File: src/rtl/sram_bist.sv
// sram_bist: March-style built-in self-test master for a single-port SRAM.
//
// The test runs four elements over every address:
//   M0 ascending  : write P
//   M1 ascending  : read (expect P),  write ~P
//   M2 descending : read (expect ~P), write P
//   M3 ascending  : read (expect P),  no write
// On the first mismatch the failing location, expected word and read word
// are captured, the write of that cycle is suppressed and the test ends.
//
// Ports:
//   clk        rising-edge clock, shared with the SRAM
//   rst_n      asynchronous active-low reset
//   start      one-cycle launch pulse, ignored unless idle
//   busy       test in progress (SRAM port owned by the BIST)
//   done       test finished; held until the next accepted start
//   fail       mismatch found (valid with done)
//   fail_addr  address of the first mismatch
//   fail_exp   expected word at the first mismatch
//   fail_got   word read at the first mismatch
//   we         SRAM write enable
//   addr       SRAM address
//   wdata      SRAM write data
//   rdata      SRAM read data, valid the cycle after a read address
//
// SRAM handshake: the SRAM has no valid/ready; a read address presented in
// an *_R state (we=0) yields rdata in the following *_CW / *_C state, which
// is the only cycle the data is compared.
module sram_bist #(
  parameter int unsigned          ADDR_W  = 4,
  parameter int unsigned          DATA_W  = 16,
  parameter logic [DATA_W-1:0]    PATTERN = 16'hAAAA
) (
  input  logic              clk,
  input  logic              rst_n,
  input  logic              start,
  output logic              busy,
  output logic              done,
  output logic              fail,
  output logic [ADDR_W-1:0] fail_addr,
  output logic [DATA_W-1:0] fail_exp,
  output logic [DATA_W-1:0] fail_got,
  output logic              we,
  output logic [ADDR_W-1:0] addr,
  output logic [DATA_W-1:0] wdata,
  input  logic [DATA_W-1:0] rdata
);

  localparam logic [3:0] S_IDLE  = 4'd0;
  localparam logic [3:0] S_M0_W  = 4'd1;
  localparam logic [3:0] S_M1_R  = 4'd2;
  localparam logic [3:0] S_M1_CW = 4'd3;
  localparam logic [3:0] S_M2_R  = 4'd4;
  localparam logic [3:0] S_M2_CW = 4'd5;
  localparam logic [3:0] S_M3_R  = 4'd6;
  localparam logic [3:0] S_M3_C  = 4'd7;
  localparam logic [3:0] S_DONE  = 4'd8;

  localparam logic [ADDR_W-1:0] A_ZERO = '0;
  localparam logic [ADDR_W-1:0] A_LAST = '1;
  localparam logic [ADDR_W-1:0] A_ONE  = ADDR_W'(1);

  logic [3:0]        state_q, state_d;
  logic [ADDR_W-1:0] addr_q, addr_d;
  logic              done_q, done_d;
  logic              fail_q, fail_d;
  logic [ADDR_W-1:0] fail_addr_q, fail_addr_d;
  logic [DATA_W-1:0] fail_exp_q, fail_exp_d;
  logic [DATA_W-1:0] fail_got_q, fail_got_d;

  logic              cmp_en;
  logic [DATA_W-1:0] exp_word;
  logic              mismatch;

  // Which compare is active and what it expects.
  always_comb begin
    cmp_en   = 1'b0;
    exp_word = PATTERN;
    case (state_q)
      S_M1_CW: begin cmp_en = 1'b1; exp_word = PATTERN;  end
      S_M2_CW: begin cmp_en = 1'b1; exp_word = ~PATTERN; end
      S_M3_C:  begin cmp_en = 1'b1; exp_word = PATTERN;  end
      default: begin cmp_en = 1'b0; exp_word = PATTERN;  end
    endcase
  end

  assign mismatch = cmp_en && (rdata != exp_word);

  always_comb begin
    state_d     = state_q;
    addr_d      = addr_q;
    done_d      = done_q;
    fail_d      = fail_q;
    fail_addr_d = fail_addr_q;
    fail_exp_d  = fail_exp_q;
    fail_got_d  = fail_got_q;

    case (state_q)
      S_IDLE: begin
        if (start) begin
          state_d     = S_M0_W;
          addr_d      = A_ZERO;
          done_d      = 1'b0;
          fail_d      = 1'b0;
          fail_addr_d = '0;
          fail_exp_d  = '0;
          fail_got_d  = '0;
        end
      end
      S_M0_W: begin
        if (addr_q == A_LAST) begin
          state_d = S_M1_R;
          addr_d  = A_ZERO;
        end else begin
          addr_d  = addr_q + A_ONE;
        end
      end
      S_M1_R: state_d = S_M1_CW;
      S_M1_CW: begin
        if (addr_q == A_LAST) begin
          state_d = S_M2_R;
          addr_d  = A_LAST;      // M2 walks downward
        end else begin
          state_d = S_M1_R;
          addr_d  = addr_q + A_ONE;
        end
      end
      S_M2_R: state_d = S_M2_CW;
      S_M2_CW: begin
        if (addr_q == A_ZERO) begin
          state_d = S_M3_R;
          addr_d  = A_ZERO;
        end else begin
          state_d = S_M2_R;
          addr_d  = addr_q - A_ONE;
        end
      end
      S_M3_R: state_d = S_M3_C;
      S_M3_C: begin
        if (addr_q == A_LAST) begin
          state_d = S_DONE;
          addr_d  = A_ZERO;
        end else begin
          state_d = S_M3_R;
          addr_d  = addr_q + A_ONE;
        end
      end
      S_DONE: begin
        // start is deliberately not looked at here.
        state_d = S_IDLE;
        addr_d  = A_ZERO;
      end
      default: begin
        state_d = S_IDLE;
        addr_d  = A_ZERO;
      end
    endcase

    // First mismatch overrides the normal walk and ends the test.
    if (mismatch) begin
      state_d     = S_DONE;
      addr_d      = A_ZERO;
      fail_d      = 1'b1;
      fail_addr_d = addr_q;
      fail_exp_d  = exp_word;
      fail_got_d  = rdata;
    end

    if (state_d == S_DONE) done_d = 1'b1;
  end

  always_ff @(posedge clk or negedge rst_n) begin
    if (!rst_n) begin
      state_q     <= S_IDLE;
      addr_q      <= '0;
      done_q      <= 1'b0;
      fail_q      <= 1'b0;
      fail_addr_q <= '0;
      fail_exp_q  <= '0;
      fail_got_q  <= '0;
    end else begin
      state_q     <= state_d;
      addr_q      <= addr_d;
      done_q      <= done_d;
      fail_q      <= fail_d;
      fail_addr_q <= fail_addr_d;
      fail_exp_q  <= fail_exp_d;
      fail_got_q  <= fail_got_d;
    end
  end

  // SRAM port is decoded straight from the state register so that an
  // asynchronous reset removes we immediately, and so a mismatch can
  // cancel the write of its own cycle.
  always_comb begin
    we    = 1'b0;
    wdata = '0;
    case (state_q)
      S_M0_W:  begin we = 1'b1;      wdata = PATTERN;  end
      S_M1_CW: begin we = !mismatch; wdata = ~PATTERN; end
      S_M2_CW: begin we = !mismatch; wdata = PATTERN;  end
      default: begin we = 1'b0;      wdata = '0;       end
    endcase
  end

  // addr_q is forced to zero on every entry to DONE/IDLE.
  assign addr      = addr_q;
  assign busy      = (state_q != S_IDLE) && (state_q != S_DONE);
  assign done      = done_q;
  assign fail      = fail_q;
  assign fail_addr = fail_addr_q;
  assign fail_exp  = fail_exp_q;
  assign fail_got  = fail_got_q;

endmodule

File: config.mk
export PLATFORM = sky130hd
export DESIGN_NAME = sram_bist
export DESIGN_NICKNAME = d
export VERILOG_FILES = /design/src/rtl/sram_bist.sv
export SDC_FILE = /design/constraint.sdc
export NUM_CORES = 1
export LEC_CHECK = 0
export CORE_MARGIN = 2
export CORE_UTILIZATION = 44
export CTS_CLUSTER_SIZE = 40
export DETAILED_ROUTE_END_ITERATION = 10
export PLACE_DENSITY = 0.8
export SLEW_MARGIN = 40
export SYNTH_ARGS = -nofsm -noshare
export SYNTH_HDL_FRONTEND = slang
export SYNTH_SLANG_ARGS = --single-unit
File: constraint.sdc
create_clock -name clk -period 2.1 [get_ports clk]
set_clock_uncertainty 0.05 [all_clocks]
set_input_delay 0.315 -clock clk [delete_from_list [all_inputs] [get_ports clk]]
set_output_delay 0.315 -clock clk [all_outputs]
set_load 0.05 [all_outputs]
### Word level (Yosys, flattened, before mapping)

Cells that the tools add are included.

| storage, ports and cells | value |
|---|---|
| register bits | 46 |
| latch bits | 0 |
| memory bits (writable) | 0 |
| memory bits (read-only) | 0 |
| input bits | 19 |
| logic and storage cells | 67 |
| memories kept | 0 |

| operators by class | value |
|---|---|
| add/sub/neg operators | 2 |
| multipliers | 0 |
| div/mod/pow operators | 0 |
| order comparisons | 0 |
| eq/ne operators | 13 |
| shifts and indexed selects | 0 |
| muxes and demuxes | 27 |
| bitwise logic cells | 0 |
| reductions and logical operators | 18 |

Operator list:

| operator | number |
|---|---|
| $mux W16 | 5 |
| $mux W4 | 11 |
| $pmux W16 S2 | 1 |
| $pmux W4 S8 | 1 |
| $pmux W4 S5 | 1 |
| $eq A4 B3 Y1 const B | 4 |
| $ne A16 B16 Y1 | 1 |
| $eq A4 B2 Y1 const B | 2 |
| $eq A4 B4 Y1 const B | 2 |
| $logic_not A4 Y1 | 2 |
| $reduce_bool A2 Y1 | 4 |
| $reduce_and A2 Y1 | 3 |
| $reduce_or A2 Y1 | 3 |
| $reduce_or A3 Y1 | 2 |
| $mux W1 | 5 |
| $add A4 B1 Y4 const B | 1 |
| $eq A4 B1 Y1 const B | 1 |
| $ne A4 B4 Y1 const B | 1 |
| $reduce_bool A4 Y1 | 1 |
| $sub A4 B1 Y4 const B | 1 |
| $mux W3 | 1 |
| $ne A3 B3 Y1 const B | 1 |
| $logic_and A1 B1 Y1 | 2 |
| $mux W2 | 1 |
| other kinds (3) | 3 |

### Depth between registers and ports, before layout

| depth | value |
|---|---|
| depth in word-level cells | 8 |
| mapped depth | 7 |
| mapped depth without buffers | 6 |

### Worst setup path before layout

No wires, ideal clock.

| timing path | value |
|---|---|
| path type | register to output |
| start point | reg state_q[1] |
| end point | out wdata[11] |
| data arrival time | 1923 ps |
| data required time | 1735 ps |
| slack | -188 ps |
| cell stages (with the launch flop) | 5 |
| path through | dfrtp_1 buf_2 buf_1 nor2_1 buf_4 |

| between the ends | value |
|---|---|
| longest elaborated chain between the ends | 3 |
| elaborated cells between the ends (all ways) | 5 |
| those cells by class | 3 x eq/ne; 1 x mux; 1 x reduce/logical |

RTL lines:

| what | RTL line | text |
|---|---|---|
| start: declaration | 63 | `logic [3:0] state_q, state_d;` |
| start signal: assignment | 182 | `state_q <= state_d;` |
| $eq A4 B3 Y1 or $eq A4 B1 Y1 (tied branches) | 198 | `case (state_q)` |
| $reduce_or A2 Y1 (no source line) | -- |  |
| $pmux W16 S2 (*) | 198 |  |
| end: declaration | 45 | `output logic [DATA_W-1:0] wdata,` |

Mark *: on every way between the ends. The rest lies on a longest branch, timed or not.

### Worst setup path after layout

| timing path | value |
|---|---|
| start point | in rdata[12] |
| end point | out we |

| between the ends | value |
|---|---|
| longest elaborated chain between the ends | 4 |

RTL lines:

| what | RTL line | text |
|---|---|---|
| start: declaration | 46 | `input logic [DATA_W-1:0] rdata` |
| $ne A16 B16 Y1 | 87 | `assign mismatch = cmp_en && (rdata != exp_word);` |
| $logic_and A1 B1 Y1 | 87 |  |
| $logic_not A1 Y1 | 200, 201 |  |
| $pmux W1 S2 | 198 |  |
| end: declaration | 43 | `output logic we,` |

Every way passes these cells.

==> flow_metrics.env <==
export IMPL_outcome="complete, no violations"
export IMPL_worst_pin_slew_ns=0.501
export IMPL_p_int_uw=2760
export IMPL_grt_pass1_vias=1692
export IMPL_grt_first_pass_wirelength_um=8140
export IMPL_endpoint_kind="primary output"
export IMPL_synth_nets=244
export IMPL_ys_types=44
export IMPL_worstSetupStartpointType="input port"
export IMPL_p_seq_share_pct=18.4
export IMPL_die_w_um=72.3
export IMPL_row_count=24
export IMPL_holdBufCountCts=0
export IMPL_wl_per_cell_um=14.8
export IMPL_ys_ff_latch=32
export IMPL_r2r_slack_ns=0.12
export IMPL_grt_overflow=0
export IMPL_avgSynthCellArea_um2=9.25
export IMPL_grt_max_degree=33
export IMPL_wl_met2_um=2640
export IMPL_cp_max_fo=3
export IMPL_place_ws_ns=-0.254
export IMPL_cp_data_arrival_time_ns=1.62
export IMPL_die_area_mm2=0.00523
export IMPL_wirelength_um=5000
export IMPL_numCtsBuffers=5
export IMPL_gp_congestion=0.815
export IMPL_synth_top_area_cell="dfrtp_1"
export IMPL_yosysSeqAreaShare_pct=39.0
export IMPL_p_sw_uw=2930
export IMPL_fmax_mhz=503
export IMPL_drive_gt1_share_pct=19.9
export IMPL_relSlewSlack_pct=66.5
export IMPL_dr_wl_met3_um=286
export IMPL_utilization_pct=69.8
export IMPL_p_leak_uw=0.00158
export IMPL_vias=1786
export IMPL_synth_ff_type="dfrtp_1"
export IMPL_rsz0062_at_grt="no"
export IMPL_power_frac_comb_pct=71.3
export IMPL_fill_cells=319
export IMPL_final_common_cell="clkdlybuf4s50_1"
export IMPL_timing_final_crit_period_ns=1.99
export IMPL_core_area_mm2=0.00441
export IMPL_hold_viol=0
export IMPL_peakVddDrop_mv=1.08
export IMPL_drc=0
export IMPL_path_class="input port to primary output"
export IMPL_synth_top_area_share_pct=39.0
export IMPL_antenna_found_initial=0
export IMPL_clk_latency_ns=0.28
export IMPL_synth_edf_count=0
export IMPL_grt_total_usage_pct=19.9
export IMPL_cts_buffer_depth=2
export IMPL_finalMaxSlewViolations=0
export IMPL_cts_tree="done"
export IMPL_port_buffers=78
export IMPL_max_cap_viol_count=0
export IMPL_dpl_hpwl_um=3600
export IMPL_ioPinCount=79
export IMPL_total_power_uw=5690
export IMPL_drtPass1Iterations=4
export IMPL_initial_core_util_pct=46.5
export IMPL_wl_met1_um=2000
export IMPL_p_sw_share_pct=51.5
export IMPL_power_density_mw_per_mm2=1850
export IMPL_post_drt_via_cell_ratio=5.28
export IMPL_clock_sinks=32
export IMPL_async_flop_share_pct=100
export IMPL_synth_area_leaders="dfrtp_1, buf_4, mux2i_1"
export IMPL_synthCells=222
export IMPL_final_cell_mix="clkdlybuf4s50_1, nand2_1, dfrtp_1"
export IMPL_die_height_um=72.3
export IMPL_min_path_type="input port to flip-flop"
export IMPL_area_delta_synth_final_pct=49.9
export IMPL_drt_iter0_markers=73
export IMPL_min_period_over_period_pct=94.6
export IMPL_syn_area_mm2=0.00205
export IMPL_yosysWarningCount=0
export IMPL_routed_top_layer="met4"
export IMPL_ant_nets=0
export IMPL_clkPwrFrac_pct=10.3
export IMPL_cp_required_ns=1.74
export IMPL_fin_ws_ns=0.113
export IMPL_root_buffer="clkbuf_8"
export IMPL_layout_nets=307
export IMPL_clkTransAtPathRegs_ns=0.07
export IMPL_setup_viol=0
export IMPL_diodes=0
export IMPL_cts_htree_levels=2
[metrics by stage]
step | area, µm² | setup TNS, ns | instances | hold WS (ns)
floorplan | 2060 | 0 | 222 | -0.0306
global placement | 2910 | -2.57 | 328 | 0.417
detailed placement | 2910 | -5.58 | 328 | 0.412
CTS | 3060 | 0 | 338 | 0.366
global route | 3080 | 0 | 338 | 0.273
finish | 3080 | 0 | 338 | 0.264
[registers in the layout, summed over array words and instances, names as in the netlist]
name and count:
fail_got 16, addr 4, state_q 4, fail_addr 4
fail_exp 2, done 1, fail 1
[cells in the mapped netlist, types with 3 or more instances]
cell type,instances
and4bb_1,4
nor2_1,10
a21oi_1,3
mux2i_1,20
a31oi_1,3
o21ai_0,4
ha_1,3
nand3_1,3
clkbuf_1,5
buf_2,3
nor4bb_1,4
o21a_1,3
nor3_1,4
nand2_1,32
nand4_1,3
inv_1,21
buf_4,30
dfrtp_1,32
[power by group through the flow]
stage / Sequential [µW] / Clock [µW] / Combinational (µW)
after CTS: 1050 / 596 / 4070
after detailed placement: 1060 / 0 / 4060
after floorplan: 1730 / 0 / 2040
after global routing: 1090 / 630 / 4220
after global placement: 1050 / 0 / 4020
final: 1050 / 584 / 4060
[cell type report]
type,instances,area [µm²],share of cell area (%)
clock inverters,3,42.5,1.38
flip-flops and latches,32,801,26.0
repair buffers,97,1100,35.6
multi-input cells,128,926,30.1
well taps,52,65.1,2.11
clock buffers,5,68.8,2.23
inverters,21,78.8,2.56
[critical path, stage by stage]
cell and delay, ns:
dlygate4sd2_1 0.27, and4bb_1 0.30, nand4_1 0.18, a21oi_2 0.20
o21a_1 0.21, buf_12 0.15
[worst paths after layout]
check | cells after the start | to | startpoint
setup / recovery | 6 | we | rdata[12]
hold / removal | 3 | fail_got[6]$_DFFE_PN0P_ | rdata[6]
setup reg to reg | 6 | addr[0]$_DFFE_PN0P_ | addr[1]$_DFFE_PN0P_
hold reg to reg | 2 | fail$_DFFE_PN0P_ | fail$_DFFE_PN0P_
max in group asynchronous | 2 | fail_exp[13]$_DFFE_PN0P_ | rst_n
min in group asynchronous | 2 | fail_got[6]$_DFFE_PN0P_ | rst_n
[what timing repair did]
item                                    CTS  global route
gates resized for setup                  16             6
pin swaps                                11             5
endpoints found under the setup margin    1             5
setup buffers                             2             0
[cells by family after synthesis]
kind of cell | count (synthesis) | synth area share (%)
simple gates | 75 | 20.2
buf+inv | 62 | 18.1
flops | 32 | 39.0
compound gates | 29 | 10.7
mux | 20 | 9.74
fa+ha+maj | 3 | 1.83
xor+xnor | 1 | 0.426
[layer usage]
layer | vias up | GRT usage [%]
met1 | 856 | 24.6
met3 | 8 | 3.47
met4 | 0 | 7.55
li1 | 856 | -
met5 | - | 0
met2 | 66 | 34.5
Power figures use the tool's default switching activity.
